`src/rtl/accel_spi_pkg.sv`:
```
// Shared constants for the accelerometer SPI framing: instruction codes,
// register addresses, FSM state encoding, the X/Y/Z sample record and the
// helpers that split a 12-bit sample into its low/high register bytes.
package accel_spi_pkg;

  localparam int SAMPLE_W = 12;

  localparam logic [7:0] INSTR_WRITE = 8'h0A;
  localparam logic [7:0] INSTR_READ  = 8'h0B;

  localparam logic [5:0] ADDR_DEVID_AD  = 6'h00;
  localparam logic [5:0] ADDR_DEVID_MST = 6'h01;
  localparam logic [5:0] ADDR_PARTID    = 6'h02;
  localparam logic [5:0] ADDR_XDATA_L   = 6'h0E;
  localparam logic [5:0] ADDR_XDATA_H   = 6'h0F;
  localparam logic [5:0] ADDR_YDATA_L   = 6'h10;
  localparam logic [5:0] ADDR_YDATA_H   = 6'h11;
  localparam logic [5:0] ADDR_ZDATA_L   = 6'h12;
  localparam logic [5:0] ADDR_ZDATA_H   = 6'h13;
  localparam logic [5:0] ADDR_POWER_CTL = 6'h2D;

  typedef enum logic [2:0] {
    S_IDLE,
    S_INSTR,
    S_ADDR,
    S_WDATA,
    S_RDATA,
    S_IGNORE
  } state_t;

  typedef struct packed {
    logic signed [SAMPLE_W-1:0] x;
    logic signed [SAMPLE_W-1:0] y;
    logic signed [SAMPLE_W-1:0] z;
  } sample_t;

  function automatic logic [7:0] lo_byte(input logic signed [SAMPLE_W-1:0] s);
    return s[7:0];
  endfunction

  // High register byte is the top nibble sign-extended to a full byte.
  function automatic logic [7:0] hi_byte(input logic signed [SAMPLE_W-1:0] s);
    return {{4{s[SAMPLE_W-1]}}, s[SAMPLE_W-1:8]};
  endfunction

endpackage

```
`src/rtl/accel_resp_regs.sv`:
```
// Register file of the accelerometer stand-in: sample staging, the per-frame
// shadow copy, POWER_CTL and the read multiplexer.
module accel_resp_regs
  import accel_spi_pkg::*;
#(
  parameter logic [7:0] DEVID_AD  = 8'hAD,
  parameter logic [7:0] DEVID_MST = 8'h1D,
  parameter logic [7:0] PARTID    = 8'hF2
) (
  input  logic                       clk_SPI,
  input  logic                       reset,
  input  logic                       sample_valid,
  input  logic signed [SAMPLE_W-1:0] x_in,
  input  logic signed [SAMPLE_W-1:0] y_in,
  input  logic signed [SAMPLE_W-1:0] z_in,
  input  logic                       snap,
  input  logic                       wr_en,
  input  logic [7:0]                 wr_data,
  input  logic [5:0]                 rd_addr,
  output logic [7:0]                 rd_data,
  output logic [7:0]                 power_ctl,
  output logic                       measuring
);

  sample_t    staging_q, staging_d;
  sample_t    shadow_q, shadow_d;
  logic [7:0] power_ctl_q, power_ctl_d;

  // Staging follows every strobe; shadow only moves at frame start so a burst sees one sample set.
  always_comb begin
    staging_d   = staging_q;
    shadow_d    = shadow_q;
    power_ctl_d = power_ctl_q;
    if (sample_valid) begin
      staging_d.x = x_in;
      staging_d.y = y_in;
      staging_d.z = z_in;
    end
    if (snap)  shadow_d    = staging_q;
    if (wr_en) power_ctl_d = wr_data;
  end

  // Register update with synchronous active-low reset.
  always_ff @(posedge clk_SPI) begin
    if (!reset) begin
      staging_q   <= '0;
      shadow_q    <= '0;
      power_ctl_q <= 8'h00;
    end else begin
      staging_q   <= staging_d;
      shadow_q    <= shadow_d;
      power_ctl_q <= power_ctl_d;
    end
  end

  assign power_ctl = power_ctl_q;
  assign measuring = (power_ctl_q[1:0] == 2'b10);

  // Read map; sample registers read as zero unless the part is measuring.
  always_comb begin
    rd_data = 8'h00;
    case (rd_addr)
      ADDR_DEVID_AD:  rd_data = DEVID_AD;
      ADDR_DEVID_MST: rd_data = DEVID_MST;
      ADDR_PARTID:    rd_data = PARTID;
      ADDR_XDATA_L:   if (measuring) rd_data = lo_byte(shadow_q.x);
      ADDR_XDATA_H:   if (measuring) rd_data = hi_byte(shadow_q.x);
      ADDR_YDATA_L:   if (measuring) rd_data = lo_byte(shadow_q.y);
      ADDR_YDATA_H:   if (measuring) rd_data = hi_byte(shadow_q.y);
      ADDR_ZDATA_L:   if (measuring) rd_data = lo_byte(shadow_q.z);
      ADDR_ZDATA_H:   if (measuring) rd_data = hi_byte(shadow_q.z);
      ADDR_POWER_CTL: rd_data = power_ctl_q;
      default:        rd_data = 8'h00;
    endcase
  end

endmodule

```
`src/rtl/accel_spi_responder.sv`:
```
// SPI responder standing in for the accelerometer. Serial FSM, bit counter
// and the negedge MISO register live here; registers are in accel_resp_regs.
// Build option: define ACCEL_RESP_AUTOINC_EN to auto-increment the address
// across multi-byte bursts; otherwise the frame is ignored after one data byte.
module accel_spi_responder
  import accel_spi_pkg::*;
#(
  parameter logic [7:0] DEVID_AD  = 8'hAD,
  parameter logic [7:0] DEVID_MST = 8'h1D,
  parameter logic [7:0] PARTID    = 8'hF2
) (
  input  logic                       clk_SPI,
  input  logic                       reset,
  input  logic                       n_CS,
  input  logic                       MOSI,
  output logic                       MISO,
  input  logic signed [SAMPLE_W-1:0] x_in,
  input  logic signed [SAMPLE_W-1:0] y_in,
  input  logic signed [SAMPLE_W-1:0] z_in,
  input  logic                       sample_valid,
  output logic [7:0]                 power_ctl,
  output logic                       measuring,
  output logic                       txn_done
);

  state_t     state_q, state_d;
  logic [2:0] bitcnt_q, bitcnt_d;
  logic [7:0] sr_q, sr_d;
  logic [5:0] addr_q, addr_d;
  logic       wr_mode_q, wr_mode_d;
  logic       load_q, load_d;
  logic       armed_q, armed_d;
  logic       txn_done_q, txn_done_d;
  logic [7:0] tx_q, tx_d;
  logic       miso_q, miso_d;
  logic       snap, wr_en;
  logic [7:0] rd_data;

  accel_resp_regs #(
    .DEVID_AD  (DEVID_AD),
    .DEVID_MST (DEVID_MST),
    .PARTID    (PARTID)
  ) u_regs (
    .clk_SPI      (clk_SPI),
    .reset        (reset),
    .sample_valid (sample_valid),
    .x_in         (x_in),
    .y_in         (y_in),
    .z_in         (z_in),
    .snap         (snap),
    .wr_en        (wr_en),
    .wr_data      (sr_d),
    .rd_addr      (addr_q),
    .rd_data      (rd_data),
    .power_ctl    (power_ctl),
    .measuring    (measuring)
  );

  // Posedge next-state: CS high aborts any frame; otherwise shift MOSI and step the byte FSM.
  always_comb begin
    state_d    = state_q;
    bitcnt_d   = bitcnt_q;
    sr_d       = {sr_q[6:0], MOSI};
    addr_d     = addr_q;
    wr_mode_d  = wr_mode_q;
    load_d     = 1'b0;
    armed_d    = armed_q | n_CS;
    txn_done_d = 1'b0;
    snap       = 1'b0;
    wr_en      = 1'b0;
    if (n_CS) begin
      txn_done_d = (state_q != S_IDLE);
      state_d    = S_IDLE;
      bitcnt_d   = 3'd7;
    end else begin
      case (state_q)
        S_IDLE: begin
          // After reset, a frame may only start once CS has been seen high.
          if (armed_q) begin
            state_d  = S_INSTR;
            bitcnt_d = 3'd6;
            snap     = 1'b1;
          end
        end
        S_INSTR: begin
          if (bitcnt_q == 3'd0) begin
            bitcnt_d = 3'd7;
            if (sr_d == INSTR_WRITE) begin
              state_d   = S_ADDR;
              wr_mode_d = 1'b1;
            end else if (sr_d == INSTR_READ) begin
              state_d   = S_ADDR;
              wr_mode_d = 1'b0;
            end else begin
              state_d = S_IGNORE;
            end
          end else begin
            bitcnt_d = bitcnt_q - 3'd1;
          end
        end
        S_ADDR: begin
          if (bitcnt_q == 3'd0) begin
            bitcnt_d = 3'd7;
            addr_d   = sr_d[5:0];
            state_d  = wr_mode_q ? S_WDATA : S_RDATA;
            load_d   = ~wr_mode_q;
          end else begin
            bitcnt_d = bitcnt_q - 3'd1;
          end
        end
        S_WDATA, S_RDATA: begin
          if (bitcnt_q == 3'd0) begin
            bitcnt_d = 3'd7;
            wr_en    = (state_q == S_WDATA) && (addr_q == ADDR_POWER_CTL);
`ifdef ACCEL_RESP_AUTOINC_EN
            addr_d   = addr_q + 6'd1;
            load_d   = (state_q == S_RDATA);
`else
            state_d  = S_IGNORE;
`endif
          end else begin
            bitcnt_d = bitcnt_q - 3'd1;
          end
        end
        S_IGNORE: state_d = S_IGNORE;
        default:  state_d = S_IDLE;
      endcase
    end
  end

  // Control registers on the MOSI sampling edge.
  always_ff @(posedge clk_SPI) begin
    if (!reset) begin
      state_q    <= S_IDLE;
      bitcnt_q   <= 3'd7;
      addr_q     <= 6'd0;
      wr_mode_q  <= 1'b0;
      load_q     <= 1'b0;
      armed_q    <= 1'b0;
      txn_done_q <= 1'b0;
    end else begin
      state_q    <= state_d;
      bitcnt_q   <= bitcnt_d;
      addr_q     <= addr_d;
      wr_mode_q  <= wr_mode_d;
      load_q     <= load_d;
      armed_q    <= armed_d;
      txn_done_q <= txn_done_d;
    end
  end

  // Incoming shift register; contents are only consumed at byte boundaries.
  always_ff @(posedge clk_SPI) begin
    sr_q <= sr_d;
  end

  // Negedge transmit path: load a fresh byte after each byte boundary, else walk it MSB first.
  always_comb begin
    tx_d   = tx_q;
    miso_d = 1'b0;
    if (!n_CS && (state_q == S_RDATA)) begin
      if (load_q) begin
        tx_d   = rd_data;
        miso_d = rd_data[7];
      end else begin
        miso_d = tx_q[bitcnt_q];
      end
    end
  end

  // MISO register changes on the falling edge so the initiator samples it mid-bit.
  always_ff @(negedge clk_SPI) begin
    if (!reset) begin
      miso_q <= 1'b0;
    end else begin
      miso_q <= miso_d;
    end
  end

  // Transmit byte holding register.
  always_ff @(negedge clk_SPI) begin
    tx_q <= tx_d;
  end

  assign MISO     = miso_q;
  assign txn_done = txn_done_q;

endmodule

```
`config.mk`:
```
export PLATFORM = sky130hd
export DESIGN_NAME = accel_spi_responder
export DESIGN_NICKNAME = d
export VERILOG_FILES = /design/src/rtl/accel_spi_pkg.sv /design/src/rtl/accel_resp_regs.sv /design/src/rtl/accel_spi_responder.sv
export SDC_FILE = /design/constraint.sdc
export NUM_CORES = 1
export LEC_CHECK = 0
export CAP_MARGIN = 20
export CORE_MARGIN = 3
export CORE_UTILIZATION = 42
export DETAILED_ROUTE_END_ITERATION = 6
export HOLD_SLACK_MARGIN = 0.05
export SYNTH_ARGS = -nofsm -noshare
export SYNTH_HDL_FRONTEND = slang
export SYNTH_SLANG_ARGS = --single-unit
```
`constraint.sdc`:
```
create_clock -name clk_SPI -period 1.8 [get_ports clk_SPI]
set_clock_uncertainty 0.1 [all_clocks]
set_input_delay 0.54 -clock clk_SPI [delete_from_list [all_inputs] [get_ports clk_SPI]]
set_output_delay 0.54 -clock clk_SPI [all_outputs]
set_load 0.03 [all_outputs]
```
# Word-level counts from Yosys, hierarchy flattened
# Cells that the tools add are included.
totals:
  ff_bits: 112
  input_bits: 41
  out_inout_bits: 11
  word_cells: 95
op_classes:
  n_addsub: 1
  order_cmp: 1
  n_eq_ne: 21
  n_mux: 29
  n_bitwise: 6
  reduce_logical: 20
op_table:
  columns: ["operator", "n"]
  rows:
  - ["8-bit one-hot mux with 10 select lines", 1]
  - ["8-bit 2-to-1 mux", 6]
  - ["3-bit 2-to-1 mux", 9]
  - ["6-bit by 5-bit == test with 1-bit output (second input constant)", 4]
  - ["8-bit by 4-bit == test with 1-bit output (second input constant)", 2]
  - ["3-bit one-hot mux with 5 select lines", 1]
  - ["6-bit by 4-bit == test with 1-bit output (second input constant)", 2]
  - ["1-bit 2-to-1 mux", 10]
  - ["2-bit != test (second input constant)", 4]
  - ["2-bit AND reduction", 4]
  - ["4-bit AND reduction", 2]
  - ["4-bit OR reduction", 2]
  - ["3-bit by 2-bit == test with 1-bit output (second input constant)", 2]
  - ["3-bit == test (second input constant)", 2]
  - ["6-bit by 1-bit == test with 1-bit output (second input constant)", 1]
  - ["6-bit by 2-bit == test with 1-bit output (second input constant)", 1]
  - ["6-bit == test (second input constant)", 1]
  - ["3-bit zero test", 2]
  - ["6-bit zero test", 1]
  - ["3-bit one-hot mux with 2 select lines", 1]
  - ["1-bit inverter", 5]
  - ["3-bit by 4-bit < comparator with 1-bit output (second input constant)", 1]
  - ["2-bit nonzero test", 2]
  - ["2-bit OR reduction", 2]
  - ["other kinds (9)", 10]

# Depth between registers and ports, before layout
depth:
  depth_word: 5
  depth_mapped: 10
  mapped_depth_nobuf: 7

# Hierarchy
# From an unflattened synthesis, not the netlist that was laid out.
hier_totals:
  hier_cells: 442
  area_unflattened_um2: 4878.4
modules_own_cells:
  columns: ["mod", "instances", "cells_per_inst", "area_each_um2", "seq_area_each_um2"]
  rows:
  - ["accel_resp_regs", 1, 320, 3498.4, 1601.5]
  - ["accel_spi_responder", 1, 122, 1380.1, 720.7]

==> run summary <==
Setup crit end kind = register
Mapped Cells = 494
Layout Nets = 629
PD cells = 821 nW/um2
CP Depth = 5
crit-path cells = and4b_4 > and2_4 > a32oi_1 > nand4_1 > a221o_1
Rows = 38
Buffers & Inverters on Critical Path = 0
GRT overflow = 0
Post-Syn Area = 4760 um2
total core area = 11000 um2
met3 global-route usage = 3.07%
Area growth syn-to-layout = 34.5%
GRT busiest layer = met2
crit start category = register
synth unique cells = 59
Die Y = 112 um
layout cell share with drive strength beyond 1 = 23.0%
Hold Violations, Final = 0
CTS clk-pin slew, worst paths = 0.08 ns
slew of the pin with the lowest slew margin = 0.726 ns
max_slew headroom = 51.6%
global-route wire length before repair = 18200 um
antenna diode count = 0
CP Data Arrival Time = 1.71 ns
TritonRoute pass-1 iters = 4
IO buf count = 51
asr flop ratio synth = 0%
DR DRC count = 0
post-route setup slack = -0.769 ns
Die X = 112 um
failing checks = negative setup slack
Lkg Pwr = 2.55 nW
syn_area_per_cell = 9.64 um2
HP Start = sr_q[0]
max-slew violation count = 0
reg2reg start = addr_q[2]
Seq cells post-synth = 112
RSZ-0062 raised after global routing = true
Detailed Place HPWL = 7910 um
met1 usage = 23.6%
commonest non-fill, non-tap cell in the layout = dfxtp_1
Crit Path Category = register to register
H-tree Lvls = 3
Post-Place Worst Slack = -1.05 ns
CP delay by family, top = simple AND/OR/NAND/NOR gates
crit path max fanout = 8
CP Data Required Time = 0.94 ns
CP max stage delay = 0.37 ns
clk_lat worst skew = 0.35 ns
Avg WL per Cell = 15.4 um
Final Setup Violations = 32
maximum vdd drop = 0.499 mV
YS warnings = 0
Starting Density = 43.4%
worst hold path depth = 0
Sinks on Clock Net = 112
CTS buffer count = 9
Placer Congestion = 0.855
total I/O pin count = 52
CTS Hold Buffers Added = 0
overall routing resource usage = 17.8%
largest net degree at the start of global routing = 91
min-delay worst type = register to register
total power = 5.26 mW
Top FF cell, synth = dfxtp_1
EDFF count, synth = 8
DIE AREA = 12700 um2
initial antenna violation count = 0
initial drt markers = 181
CTS tree = done
slowest CP cell = dfxtp_4
final setup TNS = -9.42 ns
met2 Usage GRT = 29.9%
clk root buf = clkbuf_16
vias in the first global route = 3641
commonest cells after routing, fill and taps aside = 92 x dfxtp_1, 87 x nand2_1, 54 x mux2i_1, 52 x nor2b_1, 49 x buf_4
fin util = 58.3%
Crit. Startpoint = addr_q[2]
register area share after synthesis = 48.8%
Vias = 3711
Hold WS = 0.283 ns
maxcap violations = 0
ANT nets after route = 0
vias per cell = 5.08
Synthesized Nets = 537
WL final = 11200 um
reg2reg path depth = 5
CTS Buffer Depth = 2
status = finished with violations
Fill cells = 984
==> routing by layer <==
layer	routed length, um	part of all wire (%)	vias up
met2	5450	49	48
li1	-	-	1897
met4	154	1.4	0
met3	342	3.0	13
met5	0	0	-
met1	5280	47	1753
==> Yosys cell counts, types with 3 or more instances <==
cell / count / area (um2)
buf_1: 4 / 15.0
buf_2: 5 / 25.0
a31oi_1: 4 / 25.0
nor3b_1: 4 / 30.0
nor2_1: 8 / 30.0
clkbuf_1: 25 / 93.8
and2_1: 3 / 18.8
o21ai_0: 14 / 70.1
nand2_1: 89 / 334
inv_1: 6 / 22.5
nand2b_1: 3 / 18.8
mux2i_1: 54 / 541
nand4_1: 3 / 18.8
a22oi_1: 6 / 45.0
a221o_1: 3 / 30.0
nand3_1: 4 / 20.0
edfxtp_1: 8 / 240
o211ai_1: 5 / 37.5
nor2b_1: 54 / 338
a21boi_0: 37 / 278
dfxtp_1: 104 / 2080
a21oi_1: 4 / 20.0
==> where the power goes <==
| group | total, mW | switching (mW) | internal, mW |
|---|---|---|---|
| clock network | 2.24 | 0.944 | 1.30 |
| logic | 0.398 | 0.171 | 0.226 |
| registers | 2.62 | 0.0529 | 2.57 |
| total | 5.26 | 1.17 | 4.09 |
==> what timing repair did <==
| action | 4_1_cts | 5_1_grt |
|---|---|---|
| buffers inserted | 8 | 4 |
| endpoints found under the setup margin | 77 | 41 |
| cloned | 0 | 1 |
| resized for setup | 40 | 23 |
| pin swaps | 11 | 10 |
==> registers in the layout, summed over array words and instances (netlist names) <==
register,cells
MISO,1
bitcnt_q,3
u_regs.power_ctl,8
addr_q,6
sr_q,7
txn_done,1
load_q,1
u_regs.staging_q,36
armed_q,1
wr_mode_q,1
u_regs.shadow_q,36
tx_q,8
state_q,3
==> metrics by stage <==
stage	cell area (um2)	instances
floorplan	4910	494
global placement	5770	695
detailed placement	5770	695
CTS	6270	726
global route	6400	731
finish	6400	731
==> final cells by class <==
class	count	area (um2)	share of cell area, %
Clock buffer	11	243	3.79
Clock inverter	14	120	1.88
Inverter	5	31.3	0.488
Multi-Input combinational cell	340	2450	38.3
Sequential cell	112	2360	36.8
Tap cell	140	175	2.73
Timing Repair Buffer	109	1020	16.0
==> path summary, 6_finish.rpt <==
kind | to | slack (ns)
worst max register to register | tx_q[2] | -0.77
worst max-delay path | tx_q[2] | -0.77
worst min register to register | sr_q[1] | 0.28
worst min-delay path | sr_q[1] | 0.28
==> cells by family (layout without fill, tap and decap cells) <==
group | Yosys count | in the layout | share of synthesized area (%)
xor+xnor | 1 | 1 | 0.184
mux | 56 | 56 | 12.1
simple gates | 190 | 190 | 20.8
fa+ha+maj | 2 | 2 | 0.525
flops | 112 | 112 | 48.8
buf+inv | 42 | 139 | 3.68
compound gates | 91 | 91 | 14.0
Note: power is estimated with default switching activity, not from simulation.
